[config.mk]
export PLATFORM = sky130hd
export DESIGN_NAME = control_unit
export DESIGN_NICKNAME = d
export VERILOG_FILES = /design/src/rtl/cpu_pkg.sv /design/src/rtl/ir_decoder.sv /design/src/rtl/control_unit.sv
export SDC_FILE = /design/constraint.sdc
export NUM_CORES = 1
export LEC_CHECK = 0
export BUFFER_PORTS_ARGS = -buffer_cell sky130_fd_sc_hd__clkbuf_2
export CAP_MARGIN = 10
export CORE_ASPECT_RATIO = 1.4
export CORE_MARGIN = 4
export CORE_UTILIZATION = 38
export CTS_CLUSTER_DIAMETER = 150
export DETAILED_ROUTE_END_ITERATION = 16
export PLACE_DENSITY = 0.93
export SLEW_MARGIN = 0
export SYNTH_ARGS = -nofsm -noshare
export SYNTH_HDL_FRONTEND = slang
export SYNTH_SLANG_ARGS = --single-unit
export TNS_END_PERCENT = 10
[constraint.sdc]
create_clock -name clock -period 5.3 [get_ports clock]
set_clock_uncertainty 0.2 [all_clocks]
set_input_delay 1.325 -clock clock [delete_from_list [all_inputs] [get_ports clock]]
set_output_delay 1.325 -clock clock [all_outputs]
set_load 0.02 [all_outputs]
[src/rtl/cpu_pkg.sv]
// Shared constants for the control unit: opcodes, bus/enable bit positions,
// ALU codes, FSM state encodings and the instruction-class enumeration.
package cpu_pkg;

  localparam logic [4:0] OP_LD   = 5'b00000;
  localparam logic [4:0] OP_ST   = 5'b00010;
  localparam logic [4:0] OP_ADD  = 5'b00011;
  localparam logic [4:0] OP_SUB  = 5'b00100;
  localparam logic [4:0] OP_AND  = 5'b00101;
  localparam logic [4:0] OP_OR   = 5'b00110;
  localparam logic [4:0] OP_ADDI = 5'b01100;
  localparam logic [4:0] OP_ANDI = 5'b01101;
  localparam logic [4:0] OP_ORI  = 5'b01110;
  localparam logic [4:0] OP_NOP  = 5'b11010;
  localparam logic [4:0] OP_HALT = 5'b11011;

  localparam int ENC_ZLOW = 19;
  localparam int ENC_PC   = 20;
  localparam int ENC_MDR  = 22;
  localparam int ENC_C    = 25;

  localparam int EN_ZLOW = 19;
  localparam int EN_PC   = 20;
  localparam int EN_IR   = 21;
  localparam int EN_MDR  = 22;
  localparam int EN_MAR  = 23;
  localparam int EN_Y    = 24;

  localparam logic [5:0] ALU_ADD = 6'd3;
  localparam logic [5:0] ALU_SUB = 6'd4;
  localparam logic [5:0] ALU_AND = 6'd5;
  localparam logic [5:0] ALU_OR  = 6'd6;

  localparam logic [3:0] S_RST  = 4'd0;
  localparam logic [3:0] S_T0   = 4'd1;
  localparam logic [3:0] S_T1   = 4'd2;
  localparam logic [3:0] S_T2   = 4'd3;
  localparam logic [3:0] S_T3   = 4'd4;
  localparam logic [3:0] S_T4   = 4'd5;
  localparam logic [3:0] S_T5   = 4'd6;
  localparam logic [3:0] S_T6   = 4'd7;
  localparam logic [3:0] S_T7   = 4'd8;
  localparam logic [3:0] S_HALT = 4'd9;

  typedef enum logic [2:0] {
    IC_RTYPE,
    IC_ITYPE,
    IC_LD,
    IC_ST,
    IC_NOP,
    IC_HALT
  } inst_class_t;

  // Immediate forms reuse the ALU code of their register counterpart.
  function automatic logic [5:0] alu_code(input logic [4:0] op);
    case (op)
      OP_ADDI: alu_code = ALU_ADD;
      OP_ANDI: alu_code = ALU_AND;
      OP_ORI:  alu_code = ALU_OR;
      default: alu_code = {1'b0, op};
    endcase
  endfunction

endpackage

[src/rtl/ir_decoder.sv]
// Maps an opcode to its instruction class; unknown opcodes behave as NOP.
module ir_decoder
  import cpu_pkg::*;
(
  input  logic [4:0]  opcode,
  output inst_class_t inst_class
);

  always_comb begin
    inst_class = IC_NOP;
    case (opcode)
      OP_LD:                           inst_class = IC_LD;
      OP_ST:                           inst_class = IC_ST;
      OP_ADD, OP_SUB, OP_AND, OP_OR:   inst_class = IC_RTYPE;
      OP_ADDI, OP_ANDI, OP_ORI:        inst_class = IC_ITYPE;
      OP_HALT:                         inst_class = IC_HALT;
      default:                         inst_class = IC_NOP;
    endcase
  end

endmodule

[src/rtl/control_unit.sv]
// Microsequencer for the simple CPU: fetch in T0..T2, execute in T3..T7,
// control outputs decoded from the current step and the instruction register.
//
// state | meaning
// RST   | held in reset, all outputs low
// T0    | PC -> MAR, increment PC
// T1    | memory -> MDR
// T2    | MDR -> IR
// T3    | first execute step (operand B / base into Y)
// T4    | ALU operation into Zlow
// T5    | Zlow -> Ra (R/I) or Zlow -> MAR (LD/ST)
// T6    | memory access setup (LD/ST)
// T7    | load writeback or memory write
// HALT  | stopped until reset
module control_unit
  import cpu_pkg::*;
(
  input  logic        clock,
  input  logic        clr,
  input  logic [31:0] IR,
  output logic [31:0] enc_input,
  output logic [31:0] reg_enable,
  output logic        read,
  output logic        write,
  output logic        incPC,
  output logic        Rin,
  output logic        Rout,
  output logic        BAout,
  output logic [3:0]  Gra,
  output logic [3:0]  Grb,
  output logic [3:0]  Grc,
  output logic [5:0]  ALU_Sel,
  output logic        run
);

  logic [3:0]  state;
  logic [3:0]  state_nxt;
  inst_class_t inst_class;
  logic [4:0]  opcode;
  logic [3:0]  ra, rb, rc;
  logic        is_mem;
  logic        unused_ir_bits;

  assign opcode         = IR[31:27];
  assign ra             = IR[26:23];
  assign rb             = IR[22:19];
  assign rc             = IR[18:15];
  assign unused_ir_bits = ^IR[14:0];
  assign is_mem         = (inst_class == IC_LD) || (inst_class == IC_ST);

  ir_decoder u_ir_decoder (
    .opcode     (opcode),
    .inst_class (inst_class)
  );

  always_ff @(posedge clock or negedge clr) begin
    if (!clr) state <= S_RST;
    else      state <= state_nxt;
  end

  always_comb begin
    state_nxt = state;
    case (state)
      S_RST: state_nxt = S_T0;
      S_T0:  state_nxt = S_T1;
      S_T1:  state_nxt = S_T2;
      S_T2:  state_nxt = S_T3;
      S_T3: begin
        if (inst_class == IC_HALT)     state_nxt = S_HALT;
        else if (inst_class == IC_NOP) state_nxt = S_T0;
        else                           state_nxt = S_T4;
      end
      S_T4:   state_nxt = S_T5;
      S_T5:   state_nxt = is_mem ? S_T6 : S_T0;
      S_T6:   state_nxt = S_T7;
      S_T7:   state_nxt = S_T0;
      S_HALT: state_nxt = S_HALT;
      default: state_nxt = S_RST;
    endcase
  end

  assign run = (state != S_RST) && (state != S_HALT);

  always_comb begin
    enc_input  = '0;
    reg_enable = '0;
    read       = 1'b0;
    write      = 1'b0;
    incPC      = 1'b0;
    Rin        = 1'b0;
    Rout       = 1'b0;
    BAout      = 1'b0;
    Gra        = '0;
    Grb        = '0;
    Grc        = '0;
    ALU_Sel    = '0;
    case (state)
      S_T0: begin
        enc_input[ENC_PC]  = 1'b1;
        reg_enable[EN_MAR] = 1'b1;
        incPC              = 1'b1;
      end
      S_T1: begin
        read               = 1'b1;
        reg_enable[EN_MDR] = 1'b1;
      end
      S_T2: begin
        enc_input[ENC_MDR] = 1'b1;
        reg_enable[EN_IR]  = 1'b1;
      end
      S_T3: begin
        if (inst_class != IC_NOP && inst_class != IC_HALT) begin
          Grb              = rb;
          reg_enable[EN_Y] = 1'b1;
          if (is_mem) BAout = 1'b1;
          else        Rout  = 1'b1;
        end
      end
      S_T4: begin
        reg_enable[EN_ZLOW] = 1'b1;
        if (inst_class == IC_RTYPE) begin
          Grc     = rc;
          Rout    = 1'b1;
          ALU_Sel = alu_code(opcode);
        end else begin
          enc_input[ENC_C] = 1'b1;
          ALU_Sel          = is_mem ? ALU_ADD : alu_code(opcode);
        end
      end
      S_T5: begin
        enc_input[ENC_ZLOW] = 1'b1;
        if (is_mem) begin
          reg_enable[EN_MAR] = 1'b1;
        end else begin
          Gra = ra;
          Rin = 1'b1;
        end
      end
      S_T6: begin
        reg_enable[EN_MDR] = 1'b1;
        if (inst_class == IC_LD) begin
          read = 1'b1;
        end else begin
          Gra  = ra;
          Rout = 1'b1;
        end
      end
      S_T7: begin
        if (inst_class == IC_LD) begin
          enc_input[ENC_MDR] = 1'b1;
          Gra                = ra;
          Rin                = 1'b1;
        end else begin
          write = 1'b1;
        end
      end
      default: ;
    endcase
  end

endmodule

==> out/qor.yml <==
status: "finished clean"
top_register: "state"
cts_root_buffer: "clkbuf_8"
vias: 1021
antenna_found_initial: 0
clkSinkCount: 4
ant_nets: 0
largest_reg_flops: 4
synth_seq_area_share_pct: 8.78
postRouteWirelength_um: 2510
synth_commonest_cells: "57 x buf_4, 10 x and2_1, 8 x nor2_1, 7 x a21oi_1, 6 x clkbuf_1"
cts_tree: "built"
setup_tns_ns: 0
rsz0062_at_grt: "no"
worstHoldEndpoint: "state[3]"
via_per_inst: 4.33
synth_edf_count: 0
drtIter0Drc: 7
drv_slew: 0
required_ns: 3.77
ys.flop_type: "dfrtp_1"
syn_inst: 157
async_flop_share_pct: 100
p_int_uw: 210
cp.arrival_ns: 2.74
cap_violations: 0
cts_hold_buf: 0
worst_setup_path_end_kind: "primary output"
htreeDepth: 1
ir_drop_mv: 0.174
dpl.hpwl_um: 2110
nFillCells: 319
p_seq_share_pct: 19.8
cpMostUsedCell: "clkbuf_2"
rr_endpoint: "state[2]"
rows: 23
crit_slowest_cell: "or4_1"
ff2ff_path_depth: 3
p_per_area_nw_per_um2: 404
cts_made_buffers: 3
yosysTopAreaCellShare_pct: 37.5
regArea_um2: 100
period_share_pct: 80.5
cp_max_fo: 9
sw_frac_of_total_pct: 57.5
core_um2: 2880
fin_ws_ns: 1.03
synth_top_area_cell: "buf_4"
drtPass1Iterations: 4
cp_top_family: "simple AND/OR/NAND/NOR gates"
netlist_top_cells_area: "buf_4 38%, dfrtp_1 8.8%, and2_1 5.5%"
layout_min_cycle_time_ns: 4.27
netlist_area_um2: 1140
fmax_mhz: 234
drc: 0
crit_buf_inv: 2
reg_top3: "state x4"
r2r_start: "state[0]"
die_h_um: 72.8
grt_max_degree: 19
max_stage_delay_ns: 0.69
finalNetCount: 235
clockBufferDepth: 2
power.share.clock_pct: 13.3
p_leak_uw: 0.000695
dieArea_um2: 3950
worstPathCellList: "clkbuf_2 -> or4_1 -> nor3_1 -> o21a_1 -> clkbuf_2"
initial_utilization_pct: 39.6
clk_pin_slew_worst_paths_ns: 0.03
synth.distinct_cells: 39
io_buffers: 51
finalHoldViolCount: 0
post-cts-setup-buffers: 0
die_w_um: 54.3
min_from: "state[1]"
area_growth_pct: 6.92
setup-violations-final: 0
start_kind: "input pin"
ys_ff_latch: 4
ios: 123
yosys_warnings: 0
hold_depth: 1
gp_congestion: 0.837
tightest_slew_ns: 0.578
max_slew_margin_pct: 61.2
r2r_slack_ns: 3.23
grt_pass1_vias: 820
synth.most_common_cell: "buf_4"
n_antenna_cell: 0
switchingPower_uw: 283
multi_input_comb_area_um2: 757
syn_area_per_cell_um2: 7.26
combPwrFrac_pct: 66.9
dp_slack_ns: 1.04
worstSetupPathType: "in -> out"
grt_usage_pct: 11.4
insertion_delay_ns: 0.22
grt_pass1_wl_um: 3450
cts_resized: 0
gr-total-overflow: 0
layout-drive-gt1-share_pct: 30.2
min_path_type: "reg -> reg"
wl_per_cell_um: 10.6
-- final cells by class --
cell class,count,area share (%)
inverters,5,1.54
clock buffers,3,3.39
well taps,37,3.80
flip-flops and latches,4,8.21
multi-input cells,136,62.1
repair buffers,51,20.9
-- per-layer routing --
| metal | share of wire [%] | vias up | track usage (%) |
|---|---|---|---|
| met1 | 35 | 449 | 12.6 |
| met5 | 0 | - | 0 |
| li1 | - | 499 | - |
| met3 | 14 | 2 | 1.02 |
| met4 | 1.1 | 0 | 5.82 |
| met2 | 50 | 71 | 20.5 |
-- power groups by stage --
stage               registers (uW)  clock network (uW)  logic (uW)
floorplan                     59.5                   0         319
global placement              93.7                   0         328
detailed placement            97.2                   0         332
CTS                           96.5                66.9         333
global route                   103                66.9         365
finish                        97.5                65.4         330
-- metrics by stage --
step	total power [uW]	cells	hold WS (ns)	instance area [um2]	util, %
2_1_floorplan	379	212	0.423	1350	-
3_3_place_gp	422	233	0.469	1180	40.9
3_5_place_dp	429	233	0.486	1180	40.9
4_1_cts	496	236	0.485	1220	42.3
5_1_grt	535	236	0.519	1220	42.3
6_report	493	236	0.482	1220	42.3
-- cell usage in the layout (no fill, tap or decap), types with 2 or more instances in the layout --
master and n:
a21o_1 3, a21boi_0 5, nor2b_1 2, nand2b_1 3
nor2_1 8, or2_2 2, clkbuf_2 51, a21oi_1 7
inv_1 5, o21a_1 2, a211oi_1 2, nor3_1 3
conb_1 56, and2_1 10, dfrtp_1 4, nand3b_1 3
clkbuf_8 3, nand3_1 2, a211o_1 2, nand4_1 2
nand2_1 5, xnor2_1 3
-- worst max-delay path by stage --
stage / from / to / slack [ns] / cells after the start
after global placement: IR[27] / read / 1.03 / 5
after global routing: IR[27] / Gra[1] / 0.86 / 5
after detailed placement: IR[27] / read / 1.04 / 5
after CTS: IR[27] / read / 1.04 / 5
after floorplan: IR[27] / Gra[0] / 1.10 / 4
final: IR[27] / read / 1.03 / 5
-- cells by family after synthesis --
kind of cell | after synthesis | synth area share, %
buf+inv | 72 | 42.9
simple gates | 48 | 25.8
compound gates | 29 | 19.9
flops | 4 | 8.78
xor+xnor | 3 | 2.31
other cells | 1 | 0.329
Power figures use the tool's default switching activity.
